[src/rtl/au_inc_pipe_if.sv]
// Operand/result handshake bundle for au_inc_pipe.
// master = operand source + result consumer, slave = the incrementer pipeline.
interface au_inc_pipe_if #(
    parameter int WIDTH = 16
);
    logic             in_valid;
    logic             in_ready;
    logic [WIDTH-1:0] a;
    logic             ci;
    logic             out_valid;
    logic             out_ready;
    logic [WIDTH-1:0] z;
    logic             co;

    modport master (
        output in_valid, a, ci, out_ready,
        input  in_ready, out_valid, z, co
    );

    modport slave (
        input  in_valid, a, ci, out_ready,
        output in_ready, out_valid, z, co
    );
endinterface

[src/rtl/au_inc_pipe.sv]
// Pipelined valid/ready incrementer z = a + ci, one WIDTH/STAGES segment per stage.
// Define AU_INC_PIPE_SAT_EN to make the last stage saturate z to all-ones on carry-out.

// Prefix-AND incrementer for one segment; ARCH: 0 serial, 1 Sklansky, 2 Kogge-Stone.
module au_inc_seg #(
    parameter int W    = 8,
    parameter int ARCH = 0
) (
    input  logic [W-1:0] a,
    input  logic         ci,
    output logic [W-1:0] z,
    output logic         co
);
    localparam int LV = (W > 1) ? $clog2(W) : 1;

    // pre[i] = &a[i:0]
    logic [W-1:0] pre;
    logic [W:0]   cv;

    if (ARCH == 0) begin : g_serial
        always_comb begin
            logic [W-1:0] p;
            p = '0;
            p[0] = a[0];
            for (int i = 1; i < W; i++) p[i] = p[i-1] & a[i];
            pre = p;
        end
    end else if (ARCH == 1) begin : g_sklansky
        always_comb begin
            logic [LV:0][W-1:0] g;
            g = '0;
            g[0] = a;
            for (int l = 0; l < LV; l++) begin
                for (int i = 0; i < W; i++) begin
                    if (((i >> l) & 1) == 1)
                        g[l+1][i] = g[l][i] & g[l][((i >> (l+1)) << (l+1)) + (1 << l) - 1];
                    else
                        g[l+1][i] = g[l][i];
                end
            end
            pre = g[LV];
        end
    end else begin : g_kogge
        always_comb begin
            logic [LV:0][W-1:0] g;
            g = '0;
            g[0] = a;
            for (int l = 0; l < LV; l++) begin
                for (int i = 0; i < W; i++) begin
                    if (i >= (1 << l)) g[l+1][i] = g[l][i] & g[l][i - (1 << l)];
                    else               g[l+1][i] = g[l][i];
                end
            end
            pre = g[LV];
        end
    end

    // carry into bit i is ci & all lower bits set; the top entry is the segment carry-out
    assign cv = {pre & {W{ci}}, ci};
    assign z  = a ^ cv[W-1:0];
    assign co = cv[W];
endmodule

module au_inc_pipe #(
    parameter int WIDTH  = 16,
    parameter int STAGES = 2,
    parameter int ARCH   = 0
) (
    input  logic         clk,
    input  logic         rst,
    au_inc_pipe_if.slave bus
);
    localparam int SEG  = (WIDTH + STAGES - 1) / STAGES;
    localparam int NSEG = (WIDTH + SEG - 1) / SEG;

    if (WIDTH < 1 || STAGES < 1 || STAGES > WIDTH || STAGES > NSEG) begin : g_bad_stages
        $error("au_inc_pipe: illegal WIDTH=%0d / STAGES=%0d", WIDTH, STAGES);
    end
    if (ARCH < 0 || ARCH > 2) begin : g_bad_arch
        $error("au_inc_pipe: illegal ARCH=%0d", ARCH);
    end

    logic [STAGES:0] vld_pipe;
    assign vld_pipe[0] = bus.in_valid;

    for (genvar k = 0; k < STAGES; k++) begin : g_stg
        localparam int LO = k * SEG;
        localparam int HI = ((((k + 1) * SEG) < WIDTH) ? ((k + 1) * SEG) : WIDTH) - 1;
        localparam int SW = HI - LO + 1;

        logic [WIDTH-1:0] d_in, d_nxt, d;
        logic             c_in, c, v;
        logic [SW-1:0]    s_z;
        logic             s_co;
        logic             ld, dn_rdy;

        if (k == 0) begin : g_src
            assign d_in = bus.a;
            assign c_in = bus.ci;
        end else begin : g_src
            assign d_in = g_stg[k-1].d;
            assign c_in = g_stg[k-1].c;
        end

        if (k == STAGES - 1) begin : g_dn
            assign dn_rdy = bus.out_ready;
        end else begin : g_dn
            assign dn_rdy = g_stg[k+1].ld;
        end

        // load when empty or when the current occupant leaves this cycle
        assign ld           = !v | dn_rdy;
        assign vld_pipe[k+1] = v;

        au_inc_seg #(.W(SW), .ARCH(ARCH)) u_seg (
            .a  (d_in[HI:LO]),
            .ci (c_in),
            .z  (s_z),
            .co (s_co)
        );

        always_comb begin
            d_nxt        = d_in;
            d_nxt[HI:LO] = s_z;
`ifdef AU_INC_PIPE_SAT_EN
            if (k == STAGES - 1 && s_co) d_nxt = '1;
`endif
        end

        always_ff @(posedge clk) begin
            if (rst) begin
                v <= 1'b0;
                d <= '0;
                c <= 1'b0;
            end else if (ld) begin
                v <= vld_pipe[k];
                if (vld_pipe[k]) begin
                    d <= d_nxt;
                    c <= s_co;
                end
            end
        end
    end

    assign bus.in_ready  = g_stg[0].ld;
    assign bus.out_valid = vld_pipe[STAGES];
    assign bus.z         = g_stg[STAGES-1].d;
    assign bus.co        = g_stg[STAGES-1].c;
endmodule

[src/flat_wrapper.sv]
// flat-port wrapper written by rule: the top's interface ports become plain ports
module au_inc_pipe_flat 
#(
    parameter int WIDTH  = 16,
    parameter int STAGES = 2,
    parameter int ARCH   = 0
)
  (clk, rst, bus_in_valid, bus_a, bus_ci, bus_out_ready, bus_in_ready, bus_out_valid, bus_z, bus_co);
  au_inc_pipe_if #(.WIDTH(WIDTH)) bus_i ();
  input  logic clk;
  input  logic rst;
  input wire logic [$bits(bus_i.in_valid)-1:0] bus_in_valid;
  input wire logic [$bits(bus_i.a)-1:0] bus_a;
  input wire logic [$bits(bus_i.ci)-1:0] bus_ci;
  input wire logic [$bits(bus_i.out_ready)-1:0] bus_out_ready;
  output wire logic [$bits(bus_i.in_ready)-1:0] bus_in_ready;
  output wire logic [$bits(bus_i.out_valid)-1:0] bus_out_valid;
  output wire logic [$bits(bus_i.z)-1:0] bus_z;
  output wire logic [$bits(bus_i.co)-1:0] bus_co;
  assign bus_i.in_valid = bus_in_valid;
  assign bus_i.a = bus_a;
  assign bus_i.ci = bus_ci;
  assign bus_i.out_ready = bus_out_ready;
  assign bus_in_ready = bus_i.in_ready;
  assign bus_out_valid = bus_i.out_valid;
  assign bus_z = bus_i.z;
  assign bus_co = bus_i.co;
  au_inc_pipe #(.WIDTH(WIDTH), .STAGES(STAGES), .ARCH(ARCH)) u_core (.clk(clk), .rst(rst), .bus(bus_i));
endmodule
[config.mk]
export PLATFORM = sky130hd
export DESIGN_NAME = au_inc_pipe_flat
export DESIGN_NICKNAME = d
export VERILOG_FILES = /design/src/rtl/au_inc_pipe_if.sv /design/src/rtl/au_inc_pipe.sv /design/src/flat_wrapper.sv
export SDC_FILE = /design/constraint.sdc
export NUM_CORES = 1
export LEC_CHECK = 0
export ABC_CLOCK_PERIOD_IN_PS = 1100
export CORE_ASPECT_RATIO = 0.8
export CORE_MARGIN = 8
export CORE_UTILIZATION = 43
export DETAILED_ROUTE_END_ITERATION = 12
export PLACE_DENSITY = 0.74
export SLEW_MARGIN = 20
export SYNTH_ARGS = -nofsm -noshare
export SYNTH_HDL_FRONTEND = slang
export SYNTH_SLANG_ARGS = --single-unit
export TNS_END_PERCENT = 1
[constraint.sdc]
create_clock -name clk -period 1.1 [get_ports clk]
set_input_delay 0.11 -clock clk [delete_from_list [all_inputs] [get_ports clk]]
set_output_delay 0.11 -clock clk [all_outputs]
set_load 0.005 [all_outputs]
# Yosys cells after proc, flatten, opt, wreduce, memory -nomap -nowiden
# Index checks and enable logic that the tools add are counted.
[word_totals] mem_bits_rw=0 mem_count=0 rom_bits=0 ff_bits=36 latch_bits=0 wordCells=30
[classes] order_cmp=0 n_bitwise=20 multipliers=0 n_reduce_logical=4 eq_ne=0 div_mod_pow=0 shifts=0 n_mux=0 add_sub_neg=0
[ops] cell="$and A8 B8 Y8" n=2
[ops] cell="$xor A8 B8 Y8" n=2
[ops] cell="$and A1 B1 Y1" n=14
[ops] cell="$reduce_and A2 Y1" n=2
[ops] cell="$logic_not A1 Y1" n=2
[ops] cell="$or A1 B1 Y1" n=2

# Depth between registers and ports, before layout
[depth] ltp_word=9 depth_mapped=6 depth_no_buf=4

# By module
# A second synthesis with hierarchy kept.
[unflattened] hier_cells=198 hier_area_um2=1795.5
[modules_own_cells] module="au_inc_pipe" instances=1 seq_area_each_um2=720.7 area_per_inst_um2=1507.7 cells_each=160
[modules_own_cells] module="au_inc_seg" instances=2 seq_area_each_um2=0.0 area_per_inst_um2=143.9 cells_each=19

# Worst setup path after synthesis
# No wires, ideal clock.
[synth_timing] path_kind="register to register" start="register u_core.g_stg[1].v (netlist: u_core.bus.out_valid)" end="register u_core.g_stg[0].d[3]" setup_ps=143 slack_ps=-136 path_stages_with_launch=7 arrival_time_ps=1093 n_path_buf=2 path_cell_list="dfxtp_1 nand3b_1 and2_1 buf_6 buf_4 nor2_1 a211oi_2"
[synth_between] elab_chain_len=4
[synth_rtl] item="start: declaration" line_no="au_inc_pipe.sv:92" source="logic c_in, c, v;"
[synth_rtl] item="start signal: assignment" line_no="au_inc_pipe.sv:136" source="v <= vld_pipe[k];"
[synth_rtl] item="$logic_not A1 Y1" line_no="au_inc_pipe.sv:112" source="assign ld = !v | dn_rdy;"
[synth_rtl] item="$or A1 B1 Y1 (2 in series)" line_no="au_inc_pipe.sv:112"
[synth_rtl] item="via bus_in_ready" line_no="flat_wrapper.sv:16" source="output wire logic [$bits(bus_i.in_ready)-1:0] bus_in_ready;"
[synth_rtl] item="$reduce_and A2 Y1 (no line)"
[synth_rtl] item="end signal: assignment" line_no="au_inc_pipe.sv:138" source="d <= d_nxt;"
[synth_rtl] item="end: declaration" line_no="au_inc_pipe.sv:91" source="logic [WIDTH-1:0] d_in, d_nxt, d;"
# The timed path passes the listed nets, and every way through them passes these cells.
# A chain may end at the register's enable or synchronous reset.

# Final worst setup path
[layout_timing] start="register u_core.g_stg[0].v" end="register u_core.g_stg[0].d[4]"
[layout_between] elab_chain_len=3
[layout_rtl] item="start: declaration" line_no="au_inc_pipe.sv:92"
[layout_rtl] item="start signal: assignment" line_no="au_inc_pipe.sv:136"
[layout_rtl] item="$logic_not A1 Y1" line_no="au_inc_pipe.sv:112"
[layout_rtl] item="$or A1 B1 Y1" line_no="au_inc_pipe.sv:112"
[layout_rtl] item="$reduce_and A2 Y1 (no line)"
# No other way between the ends.

==> flow_metrics.tcl <==
set metrics [dict create \
    status "complete, but fails checks" \
    violations "setup timing" \
    setup_viol 19 \
    cts_tree "yes" \
    fin_skew_ns 0.00239 \
    first_global_vias 1361 \
    globalRouteTotalUtil_pct 13.2 \
    pin_count 40 \
    synth_cell_types 26 \
    fin_nets 265 \
    firstDrtPassIters 4 \
    async_flop_share_pct 0 \
    viasPerCell 4.98 \
    synth_warnings 0 \
    cts_buffer_depth 2 \
    slew_violations 0 \
    max-vdd-ir-drop_uv 626 \
    dieHeight_um 70.1 \
    synthFlopType "dfxtp_1" \
    wl_mm 3.88 \
    endpoint_kind "register" \
    worstMarginPinSlew_ns 0.216 \
    crit_arrival_ns 1.38 \
    synthesis.nets 203 \
    wl_per_cell_um 13.6 \
    fmax_mhz 858 \
    worst_setup_path_start_kind "register" \
    antenna_left 0 \
    synth_cells 180 \
    die-width_um 83.6 \
    syn-cell-area_um2 1570 \
    maxSlewHeadroom_pct 85.5 \
    drt_iter0_markers 75 \
    leakage_nw 0.940 \
    cts_max_level 2 \
    p_per_area_nw_per_um2 1230 \
    cap_violations 0 \
    final_common_cell "nand2_1" \
    antennaDiodeCount 0 \
    grt_pass1_wl_mm 6.29 \
    cts_hold_buf 0 \
    port_buffers 39 \
    rsz0062_at_grt "yes" \
    layout_min_cycle_time_ns 1.17 \
    seq_area_frac_synth_pct 45.8 \
    worst_slack_ns -0.0650 \
    drive_gt1_share_pct 27.2 \
    grt_antenna_before_repair 0 \
    ys_ff_latch 36 \
    core-area_um2 3470 \
    hold_class "primary input to register" \
    routabilityCongestion 0.762 \
    clk_pin_slew_ns 0.07 \
    cp_max_fo 9 \
    area.growth.synth_to_final_pct 48.8 \
    holdWs_ns 0.353 \
    dp_hpwl_mm 2.76 \
    syn_area_per_cell_um2 8.74 \
    die-area_um2 5860 \
    cts_buffers 5 \
    placed_cell_area_um2 2210 \
    finalInstanceArea_um2 2340 \
    grt_max_degree 37 \
    mostFrequentLayoutCells "nand2_1, dfxtp_1, a21oi_1, clkdlybuf4s50_1, buf_4" \
    hold_viol_final 0 \
    worstPathRequired_ns 1.31 \
    clock-root-buffer "clkbuf_8" \
    period_share_pct 106 \
    clk_latency_ns 0.29 \
    clock-sinks 36 \
    overflow 0 \
    path_class "register to register" \
    rows 19 \
    initial_core_util_pct 45.3 \
    synth_edf_count 0 \
    vias 1418 \
    route.detailed.drc 0 \
]
## per-stage QoR
| stage | util [%] | TNS, ns | worst slack (ns) | power, mW | cells |
|---|---|---|---|---|---|
| 2_1_floorplan | - | -0.567 | -0.0406 | 1.68 | 180 |
| 3_3_place_gp | 63.6 | -9.55 | -0.320 | 1.92 | 275 |
| 3_5_place_dp | 63.6 | -10.46 | -0.377 | 1.93 | 275 |
| 4_1_cts | 66.1 | -0.533 | -0.0804 | 2.88 | 284 |
| 5_1_grt | 67.4 | -2.60 | -0.137 | 3.00 | 285 |
| 6_report | 67.4 | -0.664 | -0.0650 | 2.87 | 285 |
## critical path, stage by stage (launching register included)
cell and delay, ns:
dfxtp_2 0.34, nand3b_1 0.11, buf_6 0.14, and2_4 0.15, clkbuf_16 0.17, a211oi_2 0.18
## synthesized netlist by cell type (2+ instances only)
cell | instances | area share (%)
nand2_1 | 43 | 10
dfxtp_1 | 36 | 46
a21oi_1 | 22 | 7.0
nor2_1 | 19 | 4.5
xnor2_1 | 11 | 6.1
a211oi_2 | 10 | 8.0
inv_1 | 5 | 1.2
a211oi_1 | 4 | 1.9
nand3_1 | 4 | 1.3
buf_2 | 3 | 0.95
and2_1 | 2 | 0.80
buf_4 | 2 | 0.95
buf_6 | 2 | 1.4
clkbuf_1 | 2 | 0.48
ha_1 | 2 | 1.6
nor3_2 | 2 | 1.3
xor2_1 | 2 | 1.1
## routing by layer
metal  vias to the layer above  wire length, um  GRT usage [%]
li1                        722                -              -
met1                       656             1730           14.9
met2                        32             1800           20.2
met3                         8              298           7.07
met4                         0               55           5.35
met5                         -                0              0
## report_power, final
group	total [mW]	switching [mW]	internal [mW]	leakage (nW)
combinational	0.478	0.211	0.267	0.597
clock	0.960	0.450	0.510	0.0455
sequential	1.43	0.0523	1.38	0.298
## flip-flops by register name, summed over array words and instances, names as in the netlist
register	count
u_core.bus.co	1
u_core.g_stg.v	1
u_core.g_stg.c	1
u_core.g_stg.d	16
u_core.bus.z	16
u_core.bus.out_valid	1
## layout make-up
class,instances,area (um2)
timing repair buffer,65,633
sequential,36,729
clock buffer,8,90.1
multi-input combinational,129,817
tap,42,52.6
inverter,5,18.8
fill,299,1130
## worst paths after layout
| kind | cells after the start | slack [ns] | end | start |
|---|---|---|---|---|
| worst max-delay path | 5 | -0.07 | u_core.g_stg[0].d[4] | u_core.g_stg[0].v |
| worst min register to register | 2 | 0.45 | u_core.bus.z[8] | u_core.bus.z[8] |
| worst max register to register | 5 | -0.07 | u_core.g_stg[0].d[4] | u_core.g_stg[0].v |
| worst min-delay path | 3 | 0.35 | u_core.g_stg[0].d[12] | bus_a[12] |
## kinds of logic after synthesis
group | after synthesis | synth area share (%)
flops | 36 | 45.8
xor+xnor | 13 | 7.24
fa+ha+maj | 2 | 1.59
simple gates | 76 | 22.2
compound gates | 38 | 17.9
buf+inv | 15 | 5.25
## timing repair
| item | 4_1_cts | 5_1_grt |
|---|---|---|
| pin swaps | 5 | 4 |
| buffers inserted | 1 | 0 |
| setup endpoints to repair | 42 | 33 |
| gates resized for setup | 26 | 8 |
| gates cloned | 0 | 1 |
No activity file was read; power rests on OpenSTA's default activity.
